File: src/rtl/conv_11_7_1_pkg.sv
// Shared geometry, widths and FSM encoding for the 11x11 / 7x7 / stride-1
// convolution sequencer.
package conv_11_7_1_pkg;

    localparam int IN_DIM     = 11;
    localparam int K_DIM      = 7;
    localparam int OUT_DIM    = IN_DIM - K_DIM + 1;
    localparam int NPIX       = OUT_DIM * OUT_DIM;
    localparam int ACC_W_DFLT = 32;

    localparam int ROW_W   = $clog2(IN_DIM);
    localparam int COL_W   = ROW_W;
    localparam int KR_W    = $clog2(K_DIM);
    localparam int OCNT_W  = $clog2(OUT_DIM);
    localparam int OADDR_W = $clog2(NPIX);

    typedef enum logic [2:0] {
        S_IDLE,
        S_ISSUE,
        S_DRAIN,
        S_OUTPUT,
        S_DONE
    } state_t;

endpackage

File: src/rtl/conv_11_7_1_sched_if.sv
// Output pixel stream: signed result plus linear address, valid/ready handshake.
interface conv_11_7_1_sched_if #(
    parameter int ACC_W = 32
);
    import conv_11_7_1_pkg::*;

    logic signed [ACC_W-1:0] out_data;
    logic [OADDR_W-1:0]      out_addr;
    logic                    out_valid;
    logic                    out_ready;

    modport master (
        output out_data,
        output out_addr,
        output out_valid,
        input  out_ready
    );

    modport slave (
        input  out_data,
        input  out_addr,
        input  out_valid,
        output out_ready
    );

endinterface

File: src/rtl/conv_11_7_1_sched.sv
// Walks the 5x5 output grid, issues 7 kernel rows per pixel to the external
// MAC cell, accumulates the row partial sums and streams finished pixels.
module conv_11_7_1_sched
    import conv_11_7_1_pkg::*;
#(
    parameter int ACC_W = ACC_W_DFLT
) (
    input  logic                    clk,
    input  logic                    rst,
    input  logic                    start,
    output logic                    busy,
    output logic                    done,
    output logic [ROW_W-1:0]        row_addr,
    output logic [COL_W-1:0]        col_addr,
    output logic [KR_W-1:0]         k_row,
    output logic                    mac_en,
    input  logic signed [ACC_W-1:0] mac_result,
    conv_11_7_1_sched_if.master     out_if
);

    state_t                  state_q, state_d;
    logic [OCNT_W-1:0]       orow_q, orow_d;
    logic [OCNT_W-1:0]       ocol_q, ocol_d;
    logic [KR_W-1:0]         krow_q, krow_d;
    logic [ROW_W-1:0]        row_addr_q, row_addr_d;
    logic [COL_W-1:0]        col_addr_q, col_addr_d;
    logic                    mac_en_q, mac_en_d;
    logic                    en_d_q, en_d_d;
    logic signed [ACC_W-1:0] acc_q, acc_d;
    logic signed [ACC_W-1:0] out_data_q, out_data_d;
    logic [OADDR_W-1:0]      out_addr_q, out_addr_d;
    logic                    out_valid_q, out_valid_d;
    logic                    busy_q, busy_d;
    logic                    done_q, done_d;

    logic [OCNT_W-1:0]       orow_nxt, ocol_nxt;
    logic                    last_pix;

    // Raster-order successor of the current output position.
    always_comb begin
        if (ocol_q == OCNT_W'(OUT_DIM - 1)) begin
            ocol_nxt = '0;
            orow_nxt = orow_q + OCNT_W'(1);
        end else begin
            ocol_nxt = ocol_q + OCNT_W'(1);
            orow_nxt = orow_q;
        end
        last_pix = (orow_q == OCNT_W'(OUT_DIM - 1)) && (ocol_q == OCNT_W'(OUT_DIM - 1));
    end

    always_comb begin
        state_d     = state_q;
        orow_d      = orow_q;
        ocol_d      = ocol_q;
        krow_d      = krow_q;
        row_addr_d  = row_addr_q;
        col_addr_d  = col_addr_q;
        mac_en_d    = mac_en_q;
        out_data_d  = out_data_q;
        out_addr_d  = out_addr_q;
        out_valid_d = out_valid_q;
        busy_d      = busy_q;
        done_d      = 1'b0;
        // MAC output lags its enable by one cycle, so accumulation follows en_d.
        en_d_d      = mac_en_q;
        acc_d       = en_d_q ? acc_q + mac_result : acc_q;

        unique case (state_q)
            S_IDLE: begin
                if (start) begin
                    state_d    = S_ISSUE;
                    orow_d     = '0;
                    ocol_d     = '0;
                    krow_d     = '0;
                    row_addr_d = '0;
                    col_addr_d = '0;
                    mac_en_d   = 1'b1;
                    busy_d     = 1'b1;
                    acc_d      = '0;
                end
            end
            S_ISSUE: begin
                if (krow_q == KR_W'(K_DIM - 1)) begin
                    mac_en_d = 1'b0;
                    state_d  = S_DRAIN;
                end else begin
                    krow_d     = krow_q + KR_W'(1);
                    row_addr_d = ROW_W'(orow_q) + ROW_W'(krow_q) + ROW_W'(1);
                end
            end
            S_DRAIN: begin
                // acc_d already folds in the final row's partial sum.
                out_data_d  = acc_d;
                out_addr_d  = OADDR_W'(orow_q) * OADDR_W'(OUT_DIM) + OADDR_W'(ocol_q);
                out_valid_d = 1'b1;
                state_d     = S_OUTPUT;
            end
            S_OUTPUT: begin
                if (out_if.out_ready) begin
                    out_valid_d = 1'b0;
                    if (last_pix) begin
                        busy_d  = 1'b0;
                        done_d  = 1'b1;
                        state_d = S_DONE;
                    end else begin
                        orow_d     = orow_nxt;
                        ocol_d     = ocol_nxt;
                        krow_d     = '0;
                        row_addr_d = ROW_W'(orow_nxt);
                        col_addr_d = COL_W'(ocol_nxt);
                        mac_en_d   = 1'b1;
                        acc_d      = '0;
                        state_d    = S_ISSUE;
                    end
                end
            end
            S_DONE: begin
                state_d = S_IDLE;
            end
            default: begin
                state_d = S_IDLE;
            end
        endcase
    end

    always_ff @(posedge clk or posedge rst) begin
        if (rst) begin
            state_q     <= S_IDLE;
            orow_q      <= '0;
            ocol_q      <= '0;
            krow_q      <= '0;
            row_addr_q  <= '0;
            col_addr_q  <= '0;
            mac_en_q    <= 1'b0;
            en_d_q      <= 1'b0;
            acc_q       <= '0;
            out_data_q  <= '0;
            out_addr_q  <= '0;
            out_valid_q <= 1'b0;
            busy_q      <= 1'b0;
            done_q      <= 1'b0;
        end else begin
            state_q     <= state_d;
            orow_q      <= orow_d;
            ocol_q      <= ocol_d;
            krow_q      <= krow_d;
            row_addr_q  <= row_addr_d;
            col_addr_q  <= col_addr_d;
            mac_en_q    <= mac_en_d;
            en_d_q      <= en_d_d;
            acc_q       <= acc_d;
            out_data_q  <= out_data_d;
            out_addr_q  <= out_addr_d;
            out_valid_q <= out_valid_d;
            busy_q      <= busy_d;
            done_q      <= done_d;
        end
    end

    assign busy             = busy_q;
    assign done             = done_q;
    assign row_addr         = row_addr_q;
    assign col_addr         = col_addr_q;
    assign k_row            = krow_q;
    assign mac_en           = mac_en_q;
    assign out_if.out_data  = out_data_q;
    assign out_if.out_addr  = out_addr_q;
    assign out_if.out_valid = out_valid_q;

endmodule

File: src/flat_wrapper.sv
// flat-port wrapper written by rule: the top's interface ports become plain ports
module conv_11_7_1_sched_flat import conv_11_7_1_pkg::*;
#(
    parameter int ACC_W = ACC_W_DFLT
)
  (clk, rst, start, busy, done, row_addr, col_addr, k_row, mac_en, mac_result, out_if_out_data, out_if_out_addr, out_if_out_valid, out_if_out_ready);
  conv_11_7_1_sched_if #(.ACC_W(ACC_W)) out_if_i ();
  input  logic clk;
  input  logic rst;
  input  logic start;
  output logic busy;
  output logic done;
  output logic [ROW_W-1:0] row_addr;
  output logic [COL_W-1:0] col_addr;
  output logic [KR_W-1:0] k_row;
  output logic mac_en;
  input  logic signed [ACC_W-1:0] mac_result;
  output wire logic [$bits(out_if_i.out_data)-1:0] out_if_out_data;
  output wire logic [$bits(out_if_i.out_addr)-1:0] out_if_out_addr;
  output wire logic [$bits(out_if_i.out_valid)-1:0] out_if_out_valid;
  input wire logic [$bits(out_if_i.out_ready)-1:0] out_if_out_ready;
  assign out_if_out_data = out_if_i.out_data;
  assign out_if_out_addr = out_if_i.out_addr;
  assign out_if_out_valid = out_if_i.out_valid;
  assign out_if_i.out_ready = out_if_out_ready;
  conv_11_7_1_sched #(.ACC_W(ACC_W)) u_core (.clk(clk), .rst(rst), .start(start), .busy(busy), .done(done), .row_addr(row_addr), .col_addr(col_addr), .k_row(k_row), .mac_en(mac_en), .mac_result(mac_result), .out_if(out_if_i));
endmodule
File: config.mk
export PLATFORM = sky130hd
export DESIGN_NAME = conv_11_7_1_sched_flat
export DESIGN_NICKNAME = d
export VERILOG_FILES = /design/src/rtl/conv_11_7_1_pkg.sv /design/src/rtl/conv_11_7_1_sched_if.sv /design/src/rtl/conv_11_7_1_sched.sv /design/src/flat_wrapper.sv
export SDC_FILE = /design/constraint.sdc
export NUM_CORES = 1
export LEC_CHECK = 0
export ABC_CLOCK_PERIOD_IN_PS = 7050
export BUFFER_PORTS_ARGS = -buffer_cell sky130_fd_sc_hd__buf_4
export CORE_MARGIN = 3
export CORE_UTILIZATION = 50
export DETAILED_ROUTE_END_ITERATION = 10
export MAX_ROUTING_LAYER = met4
export PLACE_DENSITY = 0.72
export SLEW_MARGIN = 40
export SYNTH_ARGS = -nofsm -noshare
export SYNTH_HDL_FRONTEND = slang
export SYNTH_SLANG_ARGS = --single-unit
File: constraint.sdc
create_clock -name clk -period 7.05 [get_ports clk]
set_input_delay 0.3525 -clock clk [delete_from_list [all_inputs] [get_ports clk]]
set_output_delay 0.3525 -clock clk [all_outputs]
set_load 0.01 [all_outputs]
* Word level (Yosys, flattened, before mapping)
Cells that the tools add are included.
** Word-level totals
- Register bits :: 94
- Input port bits :: 36
- Output and inout bits :: 52
- Logic and storage cells :: 89
** Operators by class
- Add/sub/neg operators :: 7
- Multipliers :: 1
- Equality and inequality tests :: 12
- Multiplexer cells :: 44
- Reductions and logical operators :: 11
** Operator list (count)
- $mux W32 :: 4
- $pmux W32 S2 :: 1
- $mux W3 :: 14
- $add A32 B32 Y32 :: 1
- $mux W4 :: 6
- $pmux W3 S2 :: 2
- $pmux W3 S4 :: 1
- $pmux W4 S3 :: 1
- $mux W1 :: 10
- $reduce_and A5 Y1 :: 2
- $add A3 B1 Y3 const B :: 3
- $eq A3 B3 Y1 const B :: 3
- $pmux W3 S3 :: 1
- $ne A2 B2 Y1 const B :: 4
- $pmux W4 S2 :: 1
- $reduce_and A4 Y1 :: 2
- $eq A3 B2 Y1 const B :: 2
- $add A5 B3 Y5 :: 1
- $mul A3 B3 Y5 const B :: 1
- $add A3 B3 Y4 :: 1
- $add A4 B1 Y4 const B :: 1
- $ne A2 B1 Y1 const B :: 2
- $pmux W1 S2 :: 2
- $reduce_bool A2 Y1 :: 2
- other kinds (7) :: 7

* Longest topological paths before layout
- Depth after elaboration :: 5
- Depth in mapped cells :: 11
- Depth with buffers taken out :: 11

* Worst setup path before layout
OpenSTA, ideal clock, no wires.
- Path kind :: register to register
- Start :: register u_core.acc_q[0]
- End :: register u_core.out_data_q[26] (netlist: u_core.out_if.out_data[26])
- Setup time :: 65 ps
- Arrival :: 2642 ps
- Required time :: 6985 ps
- Path slack :: 4342 ps
- Stages on the path, launching flop included :: 12
- Path buffers :: 0
- Period minus slack after synthesis :: 2708 ps
- Path through :: dfrtp_1 -> ha_1 -> fa_1 -> a21oi_1 -> o221ai_1 -> nand4_1 -> a21oi_1 -> o31ai_1 -> a211oi_1 -> nor2b_1 -> mux2_2 -> nand2_1
** On the way
- Cells in the longest elaborated chain, start to end :: 2
** Ends and longest elaborated chain
- start: declaration :: RTL line conv_11_7_1_sched.sv:29 : logic signed [ACC_W-1:0] acc_q, acc_d;
- start signal: assignment :: RTL line conv_11_7_1_sched.sv:136 : acc_q <= '0;
- start signal: assignment :: RTL line conv_11_7_1_sched.sv:151 : acc_q <= acc_d;
- $add A32 B32 Y32 :: RTL line conv_11_7_1_sched.sv:66 : acc_d = en_d_q ? acc_q + mac_result : acc_q;
- $mux W32 :: RTL line conv_11_7_1_sched.sv:66
- end signal: assignment :: RTL line conv_11_7_1_sched.sv:152 : out_data_q <= out_data_d;
- end: declaration :: RTL line conv_11_7_1_sched.sv:30 : logic signed [ACC_W-1:0] out_data_q, out_data_d;
No other way between the ends.
A chain may end at the register's enable or synchronous reset.

* Worst setup path after layout
Same ends and word-level chain as after synthesis.

==> run metrics <==
global-route wire length before repair 21400 um; ys async rst share 1.00; total power 3.05 mW; final worst slack 3890 ps; count leader, synth dfrtp_1; Reg area 2250 um^2; Commonest cells post-synth dfrtp_1 (90), nand2_1 (86), nor2_1 (55); vias per inst 5.59; Worst setup SP type flop; Seq/Total Area, Yosys 0.411; Max VDD drop 0.238 mV; WS Path Type reg2reg; synth unique cells 56; period utilisation layout 0.448; Fill cells 926; status completed; Clk pwr share 0.131; pin count of the biggest net entering global routing 67; DR DRC count 0; Post-Syn Area 5480 um^2; Final Cell Area 6470 um^2; drt first pass iters 4; initial antenna violation count 0; final hold viol count 0; Global Route Usage Sum 0.216; Multi-input gate area 3060 um^2; total global routing overflow 0; yosys warns 0; Core Box Area 10500 um^2; Max Fclk 317 MHz; dpl hpwl 9310 um; top cells by area, synth dfrtp_1 (41%), ha_1 (11%), nand2_1 (5.9%); Clock Skews 9.10 ps; pwr dens 471 nW/um^2; EDFF count, synth 0; vias in the first global route 4587; slew margin rel. 0.539; max_cap viols 0; crit path max fanout 5; H-tree depth 3; combinational share of power 0.571; ant diodes 0; vias post-DR 4602; NumNets Final 770; clock buffer depth 2; Avg WL per Cell 15.5 um; PortBufs 86; Top FF cell, synth dfrtp_1; later-pin clock latency in the skew report 370 ps; Setup TNS 0 ps; RSZ-0062 raised after global routing false; Die W 111 um; I/O pin total 88; synth-to-layout area growth 18.2%; GP Congestion 0.865; dominant cell type by area after synthesis dfrtp_1; row cnt 37; Psw 1.31 mW; leakage 3.34 nW; Synth Register Bits 90; Slew Limit Fails 0; Post-CTS Resized 0; Hold/Removal Path Class in2reg; Post-Layout Cell Count 823; Final setup viols 0; Reg power frac 0.299; CP arrival 3460 ps; placed insts 807; Int Pwr 1.74 mW; top-area cell type share of the netlist area 0.411; Die ar. 12300 um^2; Iter 0 DRT Violations 229; share of cells above drive strength 1 0.169; die height 111 um; DP Worst Slack 3720 ps; CP Capture Type flop; Synthesized Nets 695; ANT nets after route 0; cell count after synthesis 608; starting density of the core 0.521; Sw Ratio 0.430; placed inst area 6240 um^2; CTS Buf Count 9; Final Critical Period 3160 ps; worst path required time 7360 ps; clock root buffer clkbuf_8; clock slew seen by the registers of the worst setup and hold paths 90 ps; worst-margin pin slew 685 ps; clock sink total 90; Mapped Avg Cell Area 9.01 um^2; CTS tree done; DRT Wirelength 12800 um
-- cell type report --
cell class / count / area share
clock buffers: 13 / 0.0245
multi-input cells: 472 / 0.473
well taps: 136 / 0.0263
repair buffers: 91 / 0.108
flip-flops and latches: 90 / 0.348
clock inverters: 2 / 0.00928
inverters: 19 / 0.0112
-- power by group through the flow --
| stage | Combinational [mW] | Sequential [mW] | Clock [mW] |
|---|---|---|---|
| after floorplan | 1.20 | 0.935 | 0 |
| after global placement | 1.69 | 0.908 | 0 |
| after detailed placement | 1.74 | 0.918 | 0 |
| after CTS | 1.75 | 0.911 | 0.403 |
| after global routing | 1.96 | 0.945 | 0.425 |
| final | 1.74 | 0.911 | 0.398 |
-- per-stage QoR --
stage / hold WS [ps] / util
6_report: 233 / 0.616
5_1_grt: 261 / 0.616
4_1_cts: 229 / 0.616
3_5_place_dp: 366 / 0.594
3_3_place_gp: 364 / 0.592
2_1_floorplan: 429 / -
-- sequential cells by signal, summed over array words and instances, names as in the netlist --
signal,count
u_core.acc_q,32
u_core.busy,1
u_core.col_addr,3
u_core.done,1
u_core.en_d_q,1
u_core.k_row,3
u_core.mac_en,1
u_core.orow_q,3
u_core.out_if.out_addr,5
u_core.out_if.out_data,32
u_core.out_if.out_valid,1
u_core.row_addr,4
u_core.state_q,3
-- worst max-delay path, cell delays in order, from the launching register on --
cell and delay [ps]:
dfrtp_1 380, ha_1 210, fa_1 410, a21oi_1 200, o221ai_1 220, nand4_1 180
a21oi_1 100, o31ai_1 610, a211oi_1 160, nor2b_1 230, mux2_2 360, nand2_1 60
-- timing repair --
item                      in CTS  in global routing
hold endpoints to repair      23                  0
hold buffers                   1                  0
setup buffers                  0                  0
-- metal layers --
layer | GRT usage | part of all wire | vias up
met5 | - | 0 | -
met4 | 0.0813 | 0.010 | 0
met3 | 0.0344 | 0.054 | 9
met2 | 0.349 | 0.48 | 100
met1 | 0.276 | 0.46 | 2227
li1 | - | - | 2266
-- cells by family after synthesis --
group           share of synthesized area
other cells                      0.000684
xor+xnor                           0.0511
buf+inv                            0.0322
simple gates                        0.162
flops                               0.411
fa+ha+maj                           0.121
compound gates                      0.186
mux                                0.0370
-- cell usage in the layout, fill, tap and decap left out, types with 3 or more instances in the layout --
master	netlist	final
fa_1	3	3
nand2_1	86	85
nor2b_1	4	3
and3_1	6	6
mux2i_1	18	18
o21ai_0	54	54
ha_1	48	48
dfrtp_1	90	90
a21oi_1	51	51
buf_4	1	89
clkbuf_8	0	11
a31oi_1	4	4
xor2_1	12	12
xnor2_1	20	20
a21o_1	23	23
nor3_1	13	13
and2_1	3	3
nand2b_1	3	3
a211oi_1	4	4
nand3_1	20	20
nor2_1	55	55
o22ai_1	5	5
inv_1	18	17
-- path summary, 6_finish.rpt --
kind	startpoint	to	slack [ps]	depth (start not counted)
max reg2reg	u_core.acc_q[0]$_DFF_PP0_	u_core.out_if.out_data[26]$_DFFE_PP0P_	3890	11
max	u_core.acc_q[0]$_DFF_PP0_	u_core.out_if.out_data[26]$_DFFE_PP0P_	3890	11
min	start	u_core.busy$_DFFE_PP0P_	230	3
max in group asynchronous	rst	u_core.out_if.out_data[24]$_DFFE_PP0P_	5540	5
min reg2reg	u_core.mac_en$_DFFE_PP0P_	u_core.en_d_q$_DFF_PP0_	430	0
min in group asynchronous	rst	u_core.out_if.out_data[5]$_DFFE_PP0P_	520	3
Power figures use the tool's default switching activity.
